### config.mk
export PLATFORM = sky130hd
export DESIGN_NAME = seven_seg_scan_ctrl
export DESIGN_NICKNAME = d
export VERILOG_FILES = /design/src/rtl/seven_seg_scan_ctrl.sv
export SDC_FILE = /design/constraint.sdc
export NUM_CORES = 1
export LEC_CHECK = 0
export ABC_CLOCK_PERIOD_IN_PS = 1500
export CORE_AREA = 5 5 78 62
export CTS_CLUSTER_DIAMETER = 30
export DETAILED_ROUTE_END_ITERATION = 6
export DIE_AREA = 0 0 83 67
export GPL_TIMING_DRIVEN = 0
export SYNTH_ARGS = -nofsm -noshare
export SYNTH_HDL_FRONTEND = slang
export SYNTH_SLANG_ARGS = --single-unit
### constraint.sdc
create_clock -name clk -period 1.5 [get_ports clk]
set_input_delay 0.375 -clock clk [delete_from_list [all_inputs] [get_ports clk]]
set_output_delay 0.375 -clock clk [all_outputs]
set_load 0.02 [all_outputs]
### src/rtl/seven_seg_scan_ctrl.sv
// seven_seg_scan_ctrl: scans a snapshotted hex value across NUM_DIGITS digits through one shared decoder
//   clk, rst     : clock, synchronous active-high reset
//   en           : scan enable, sampled in IDLE and in the final gap of a frame
//   value        : packed nibbles, digit i = value[4i+3:4i], captured at frame start
//   blank_mask   : 1 = keep digit i dark (read live)
//   dec_in       : nibble to the shared decoder
//   dec_seg      : segments back from the shared decoder
//   seg          : segment pins, active-high
//   digit_sel    : one-hot digit enable, active-high
//   frame_done   : 1-cycle pulse in the last gap of each frame
module seven_seg_scan_ctrl #(
   parameter int NUM_DIGITS = 4,
   parameter int PRESCALE   = 4
) (
   input  logic                    clk,
   input  logic                    rst,
   input  logic                    en,
   input  logic [4*NUM_DIGITS-1:0] value,
   input  logic [NUM_DIGITS-1:0]   blank_mask,
   output logic [3:0]              dec_in,
   input  logic [6:0]              dec_seg,
   output logic [6:0]              seg,
   output logic [NUM_DIGITS-1:0]   digit_sel,
   output logic                    frame_done
);
   localparam int IW = $clog2(NUM_DIGITS);
   localparam int CW = PRESCALE > 1 ? $clog2(PRESCALE) : 1;
   localparam logic [1:0] IDLE = 2'd0, LOAD = 2'd1, SHOW = 2'd2, GAP = 2'd3;
   logic [1:0]              state;
   logic [IW-1:0]           idx;
   logic [CW-1:0]           cnt;
   logic [4*NUM_DIGITS-1:0] snapshot, shifted;
   logic                    last_digit, slot_end, show, lit;
   assign last_digit = idx == IW'(NUM_DIGITS - 1);
   assign slot_end   = cnt == CW'(PRESCALE - 1);
   always_ff @(posedge clk) begin
      if (rst) begin
         state    <= IDLE;
         idx      <= '0;
         cnt      <= '0;
         snapshot <= '0;
      end else begin
         case (state)
            IDLE: state <= en ? LOAD : IDLE;
            LOAD: begin
               snapshot <= value;
               idx      <= '0;
               cnt      <= '0;
               state    <= SHOW;
            end
            SHOW: begin
               cnt   <= cnt + 1'b1;
               state <= slot_end ? GAP : SHOW;
            end
            default: begin
               cnt   <= '0;
               idx   <= last_digit ? idx : idx + 1'b1;
               state <= last_digit ? (en ? LOAD : IDLE) : SHOW;
            end
         endcase
      end
   end
   // shifting instead of a part-select keeps the digit index at its natural width
   assign shifted    = snapshot >> {idx, 2'b00};
   assign show       = state == SHOW;
   assign lit        = show && !blank_mask[idx];
   assign dec_in     = show ? shifted[3:0] : 4'd0;
   assign seg        = lit ? dec_seg : 7'd0;
   assign digit_sel  = lit ? NUM_DIGITS'(1) << idx : '0;
   assign frame_done = state == GAP && last_digit;
endmodule

======== Yosys cells after proc, flatten, opt, wreduce, memory -nomap -nowiden ========
Cells that the tools add are included.
cells by class
  add/subtract/negate cells ............... 2
  reductions and logical operators ........ 6
  shifts and indexed selects .............. 2
  magnitude comparators ................... 1
  eq/ne operators ......................... 6
  bitwise operators ....................... 1
  muxes and demuxes ....................... 12
operators with widths
  kind                   count
  $shr A16 B4 Y4         1
  $eq A2 B2 Y1 const B   4
  $mux W4                2
  $pmux W2 S2            2
  $mux W7                1
  $pmux W2 S3            1
  $add A2 B1 Y2 const B  2
  $mux W2                2
  $shl A1 B2 Y4 const A  1
  $lt A2 B3 Y1 const B   1
  $mux W1                3
  $bmux W1 S2            1
  $eq A2 B1 Y1 const B   1
  $logic_and A1 B1 Y1    2
  $logic_not A2 Y1       1
  $ne A2 B1 Y1 const B   1
  $reduce_and A2 Y1      1
  $reduce_or A2 Y1       1
  $logic_not A1 Y1       1
  $not A1 Y1             1
storage, ports and cells
  output and inout port bits .............. 16
  input port bits ......................... 30
  flip-flop bits (word level) ............. 22

======== Logic depth before layout (Yosys ltp) ========
Gate-level depths: netlist (run 1).
  word-level depth ........................ 5
  mapped depth ............................ 6
  gate-level depth less buffers ........... 5

======== Worst setup path after synthesis (run 1) ========
Ideal clock, no wire load.
  path kind ............................... reg2out
  start point ............................. register idx[0]
  end point ............................... output digit_sel[0]
  stages on the path, launching flop included .. 5
  data arrival time ....................... 1.362 ns
  setup slack ............................. -0.237 ns
  buffers on the path ..................... 1
  cells stage by stage .................... dfxtp_1 mux2_2 o22ai_1 clkbuf_1 and2_1
between the ends
  longest elaborated chain between the ends .. 5
RTL lines
  what                           line  text
  from (decl)                    30    logic [IW-1:0] idx;
  from (signal assigned)         57    idx <= last_digit ? idx : idx + 1'b1;
  $bmux W1 S2                    66    assign lit = show && !blank_mask[idx];
  $mux W1 (implied by the code)  66
  $logic_not A1 Y1               66
  $logic_and A1 B1 Y1            66
  $mux W4 (*)                    69    assign digit_sel = lit ? NUM_DIGITS'(1) << idx : '0;
  to (decl)                      23    output logic [NUM_DIGITS-1:0] digit_sel,
Mark *: on every way between the ends. The rest lies on a longest branch, timed or not. The select of a mux whose other input is x is not followed.

======== Worst setup path after layout (run 1) ========
  start point ............................. register state[0]
  end point ............................... output seg[1]
between the ends
  longest elaborated chain between the ends .. 3
RTL lines
  what                    line  text
  from (decl)             29    logic [1:0] state;
  from (signal assigned)  44    IDLE: state <= en ? LOAD : IDLE;
  from (signal assigned)  53    state <= slot_end ? GAP : SHOW;
  from (signal assigned)  58    state <= last_digit ? (en ? LOAD : IDLE) : SHOW;
  $eq A2 B2 Y1            65    assign show = state == SHOW;
  $logic_and A1 B1 Y1     66
  $mux W7                 68    assign seg = lit ? dec_seg : 7'd0;
  to (decl)               22    output logic [6:0] seg,
Every way passes these cells.

==> results.yml, run 1 <==
status:
  outcome: "finished with violations"
  violations: "setup timing"
clock_tree:
  cts_hold_buf: 0
  root_buffer: "clkbuf_8"
  cts_tree: "built"
  cts_buffers: 3
  clkSinkCount: 22
  insertion_delay_ns: 0.26
  clockBufferDepth: 2
  clk_pin_slew_ns: 0.08
  htree_levels: 1
synth:
  yosys.area.top_type: "dfxtp_1"
  ys_ff_latch: 22
  synth_top_area_frac: 0.3777
  syn_nets: 164
  ys_seq_area_frac: 0.3777
  syn_area_per_cell_um2: 9.404
  postSynthCellCount: 124
  netlist_area_um2: 1166
  yosysUniqueCellTypes: 22
  ys_warn_count: 0
  synth.area.top_cells: "dfxtp_1 (38%), mux2i_1 (21%), ha_1 (11%)"
final_layout:
  drive_gt1_frac: 0.3132
  mostFrequentLayoutCells: "mux2i_1 (25), clkdlybuf4s50_1 (25), nor2_1 (19), dfxtp_1 (19), buf_6 (15)"
  diodes: 0
  syn_to_final_growth_pct: 71.14
  fin_nets: 223
grt:
  grtUsageTotal: 0.1101
  grt_pass1_wl_mm: 4.940
  globalRouteOverflowTotal: 0
  first_global_vias: 1048
  antenna_found_initial: 0
  grt_start_max_net_pins: 14
setup_path:
  cp.arrival_ns: 1.54
  worst-endpoint-required_ns: 1.12
  critPathBufInv: 3
  crit_chain: "inv_2 > ha_4 > nand2_4 > o22ai_4 > buf_8 > and2_4 > buf_6"
  cp_max_fo: 5
  slowest_delay_ns: 0.34
  cp_slowest_cell: "dfxtp_2"
  critPathTopFamily: "flip-flops"
  cp-end-kind: "output pin"
  start_kind: "flip-flop"
  worst-setup-path-type: "reg -> out"
power_and_ir_drop:
  power_density_nw_per_um2: 844.1
  ir_drop_uv: 417.6
  p_leak_nw: 0.8009
  total_power_mw: 1.684
sta:
  tightest_slew_ns: 0.5324
  layout_setup_ws_ns: -0.4107
  fin_crit_sh: 1.274
  hold_viol: 0
  final.setup_skew_ns: 0.001232
  fmax_ghz: 0.5234
  hold_ws_ns: 0.4628
  maxSlewViolCount: 0
  setup_viol: 18
  rsz0062_at_grt: "yes"
  min_period_ns: 1.911
  slew_headroom: 0.6451
drt:
  wire_per_inst_um: 13.09
  vias_per_cell: 4.456
  drc_errors: 0
  dr_total_vias: 1056
  routed_wl_mm: 3.102
  drtIter0Drc: 27
  dr.pass1.iters: 4
  postRouteAntennaNets: 0
place:
  place.port_buffers: 45
  gp_congestion: 0.8252
  dpl.hpwl_mm: 2.323
job:
  max-cap-violations: 0
floorplan:
  die_w_um: 83
  die_y_um: 67
  coreArea_um2: 3954
  rows: 20
  initial_utilization: 0.2949
  io_pins: 46
  die_area_um2: 5561
min_path:
  min_path_type: "reg -> reg"
==> sequential cells by signal, summed over array words and instances, names as in the netlist <==
name and flops:
state 2, idx 2, snapshot 16, cnt 2
==> power by group <==
| group | switching [mW] | internal [mW] | total, mW |
|---|---|---|---|
| clock network | 0.200 | 0.289 | 0.490 |
| logic | 0.216 | 0.316 | 0.532 |
| registers | 0.0340 | 0.628 | 0.662 |
==> final timing paths <==
check | start | end | slack [ns] | cells past startpoint
max | state[0] | seg[1] | -0.41 | 7
min | cnt[1] | cnt[1] | 0.46 | 2
max reg2reg | state[0] | idx[1] | -0.19 | 6
min reg2reg | cnt[1] | cnt[1] | 0.46 | 2
==> area by class of cell <==
class                           count  area (µm²)
Clock buffer                        4       66.31
Sequential cell                    22       449.2
Buffer                              6       61.31
Fill cell                         376        1958
Multi-Input combinational cell     91       770.7
Tap cell                           55       68.82
Inverter                            5       18.77
Timing Repair Buffer               54       560.5
==> through the flow <==
stage	setup TNS [ns]	instance area (µm²)	setup slack (ns)	util	cells
global route	-7.568	1996	-0.4901	0.5047	237
finish	-6.299	1996	-0.4107	0.5047	237
CTS	-6.711	1926	-0.4595	0.4870	232
floorplan	-0.1555	1241	-0.01469	-	124
global placement	-13.52	1760	-1.008	0.4453	224
detailed placement	-14.47	1760	-1.022	0.4453	224
==> cells in the mapped netlist, drive strengths merged <==
library cell   n
or4b           1
o22ai          5
clkbuf         2
or4            1
nor2          19
mux2i         25
o21ai          2
ha            10
a22oi          1
and2          12
nand2b         1
nand2          4
a21oi          4
dfxtp         22
nand3b         1
a2bb2oi        1
mux2           2
buf            4
inv            5
or2            1
nor2b          1
==> cells by family after synthesis <==
group | Yosys count | synth area share
adder cells (fa/ha/maj) | 10 | 0.1073
flip-flops | 22 | 0.3777
multiplexers | 27 | 0.2339
AND/OR/NAND/NOR | 41 | 0.1760
buffers and inverters | 11 | 0.03862
AO/OA/AOI/OAI | 13 | 0.06653
==> worst reg2reg max path, cell delays in order, from the launching register on <==
cell and delay (ns):
dfxtp_2 0.35, inv_2 0.06, buf_4 0.13, ha_2 0.20, or2_1 0.25, or4b_1 0.50, a21oi_1 0.14
==> repair_timing <==
item                       4_1_cts  5_1_grt
setup endpoints to repair       28       18
buffers inserted                 2        5
gates cloned                     2        0
pin swaps                        2        4
gates resized for setup        107       11
==> metal layers <==
layer,GRT usage,vias up,wire length [µm]
li1,-,539,-
met1,0.1387,485,1488
met4,0.04898,0,27
met2,0.1860,30,1437
met5,0,-,0
met3,0.01854,2,149
No activity file was read; power rests on OpenSTA's default activity.
==> run 2: changes to the inputs <==
- HOLD_SLACK_MARGIN: not set -> 0.12
- SETUP_SLACK_MARGIN: not set -> 0.2
==> results.yml, run 2 (synthesis gave the netlist of run 1 again) <==
status:
  outcome: "finished with violations"
  violations: "setup timing"
clock_tree:
  cts_buffers: 3
  clockBufferDepth: 2
  htree_levels: 1
  cts_tree: "built"
  insertion_delay_ns: 0.26
  clk_pin_slew_ns: 0.08
  clkSinkCount: 22
  root_buffer: "clkbuf_8"
  cts_hold_buf: 0
drt:
  drtIter0Drc: 51
  wire_per_inst_um: 15.12
  drc_errors: 0
  dr.pass1.iters: 4
  routed_wl_mm: 3.673
  postRouteAntennaNets: 0
  vias_per_cell: 4.444
  dr_total_vias: 1080
sta:
  layout_setup_ws_ns: -0.4518
  tns_ns: -6.713
  hold_viol: 0
  setup_viol: 18
  min_period_ns: 1.952
  rsz0062_at_grt: "yes"
  fmax_ghz: 0.5123
  fin_crit_sh: 1.301
  tightest_slew_ns: 0.2503
  maxSlewViolCount: 0
  slew_headroom: 0.8331
  final.setup_skew_ns: 0.003206
min_path:
  min_path_type: "reg -> reg"
final_layout:
  final_common_cell: "clkdlybuf4s50_1"
  top_register: "snapshot"
  mostFrequentLayoutCells: "clkdlybuf4s50_1 (25), mux2i_1 (20), nor2_1 (19), buf_6 (19), dfxtp_1 (18)"
  diodes: 0
  drive_gt1_frac: 0.4149
  fin_nets: 229
  syn_to_final_growth_pct: 91.52
  largest_reg_flops: 16
grt:
  grtUsageTotal: 0.1208
  grt_pass1_wl_mm: 5.313
  grt_start_max_net_pins: 14
  antenna_found_initial: 0
  first_global_vias: 1067
  globalRouteOverflowTotal: 0
place:
  gp_congestion: 0.8304
  place.port_buffers: 45
  dpl.hpwl_mm: 2.460
  post-place-ws_ns: -1.033
setup_path:
  slowest_delay_ns: 0.36
  cp_max_fo: 5
  cp_slowest_cell: "dfxtp_4"
  start_kind: "flip-flop"
  worst-endpoint-required_ns: 1.12
  cp-end-kind: "output pin"
  worst-setup-path-type: "reg -> out"
  crit_chain: "inv_4 > ha_4 > nand2_8 > o22ai_4 > buf_8 > and2_4 > buf_6"
  cp.arrival_ns: 1.58
power_and_ir_drop:
  total_power_mw: 1.876
  power_density_nw_per_um2: 840.0
  ir_drop_uv: 456.6
  p_leak_nw: 0.8496
floorplan:
  rows: 20
  die_w_um: 83
  initial_utilization: 0.2949
  coreArea_um2: 3954
  die_y_um: 67
  die_area_um2: 5561
  io_pins: 46
job:
  max-cap-violations: 0
## run 2: cell count changes in the layout (fill, tap and decap cells not counted), sizes merged
cell	previous run	this run
buf	30	33
bufinv	0	1
clkbuf	5	7
## run 2: final timing paths
check | slack [ns] | from | cells after the start | endpoint
hold / removal | 0.47 | cnt[1] | 2 | cnt[1]
setup reg to reg | -0.21 | state[1] | 6 | idx[1]
setup / recovery | -0.45 | state[0] | 7 | seg[5]
hold reg to reg | 0.47 | cnt[1] | 2 | cnt[1]
## run 2: per-stage QoR
| step | instances | hold slack, ns | cell area [µm²] | util |
|---|---|---|---|---|
| detailed placement | 224 | 0.4543 | 1775 | 0.4491 |
| global placement | 224 | 0.4441 | 1775 | 0.4491 |
| floorplan | 124 | 0.4295 | 1256 | - |
| global route | 243 | 0.5046 | 2233 | 0.5649 |
| finish | 243 | 0.4686 | 2233 | 0.5649 |
| CTS | 230 | 0.4696 | 1922 | 0.4861 |
## run 2: timing repair
item                       in CTS  in global routing
pin swaps                       2                  5
cloned                          1                  2
setup buffers                   1                 11
setup endpoints to repair      28                 37
hold endpoints to repair        0                  0
resized for setup              92                 53
## run 2: final cells by class
| class | count | area (µm²) |
|---|---|---|
| sequential | 22 | 452.9 |
| clock inverter | 1 | 30.03 |
| multi-input combinational | 91 | 892.1 |
| buffer | 6 | 80.08 |
| tap | 55 | 68.82 |
| timing repair buffer | 60 | 644.4 |
| clock buffer | 3 | 41.29 |
| fill | 363 | 1720 |
| inverter | 5 | 23.77 |
## run 2: power breakdown
group | internal, mW | leakage, nW | switching (mW)
sequential | 0.628 | 0.182 | 0.0432
combinational | 0.386 | 0.632 | 0.262
clock | 0.356 | 0.0357 | 0.201
## run 2: per-layer routing
metal | global-route usage | share of wire | vias up
met1 | 0.1361 | 0.43 | 494
met2 | 0.2300 | 0.52 | 29
li1 | - | - | 555
met4 | 0.04898 | 0.0095 | 0
met3 | 0.01854 | 0.042 | 2
met5 | 0 | 0 | -
## run 2: critical path, delay by kind of cell, from the launching register on
family / cells / cell delay (ns)
buf+inv: 3 / 0.32
flops: 1 / 0.36
fa+ha+maj: 1 / 0.18
compound gates: 1 / 0.24
simple gates: 2 / 0.20
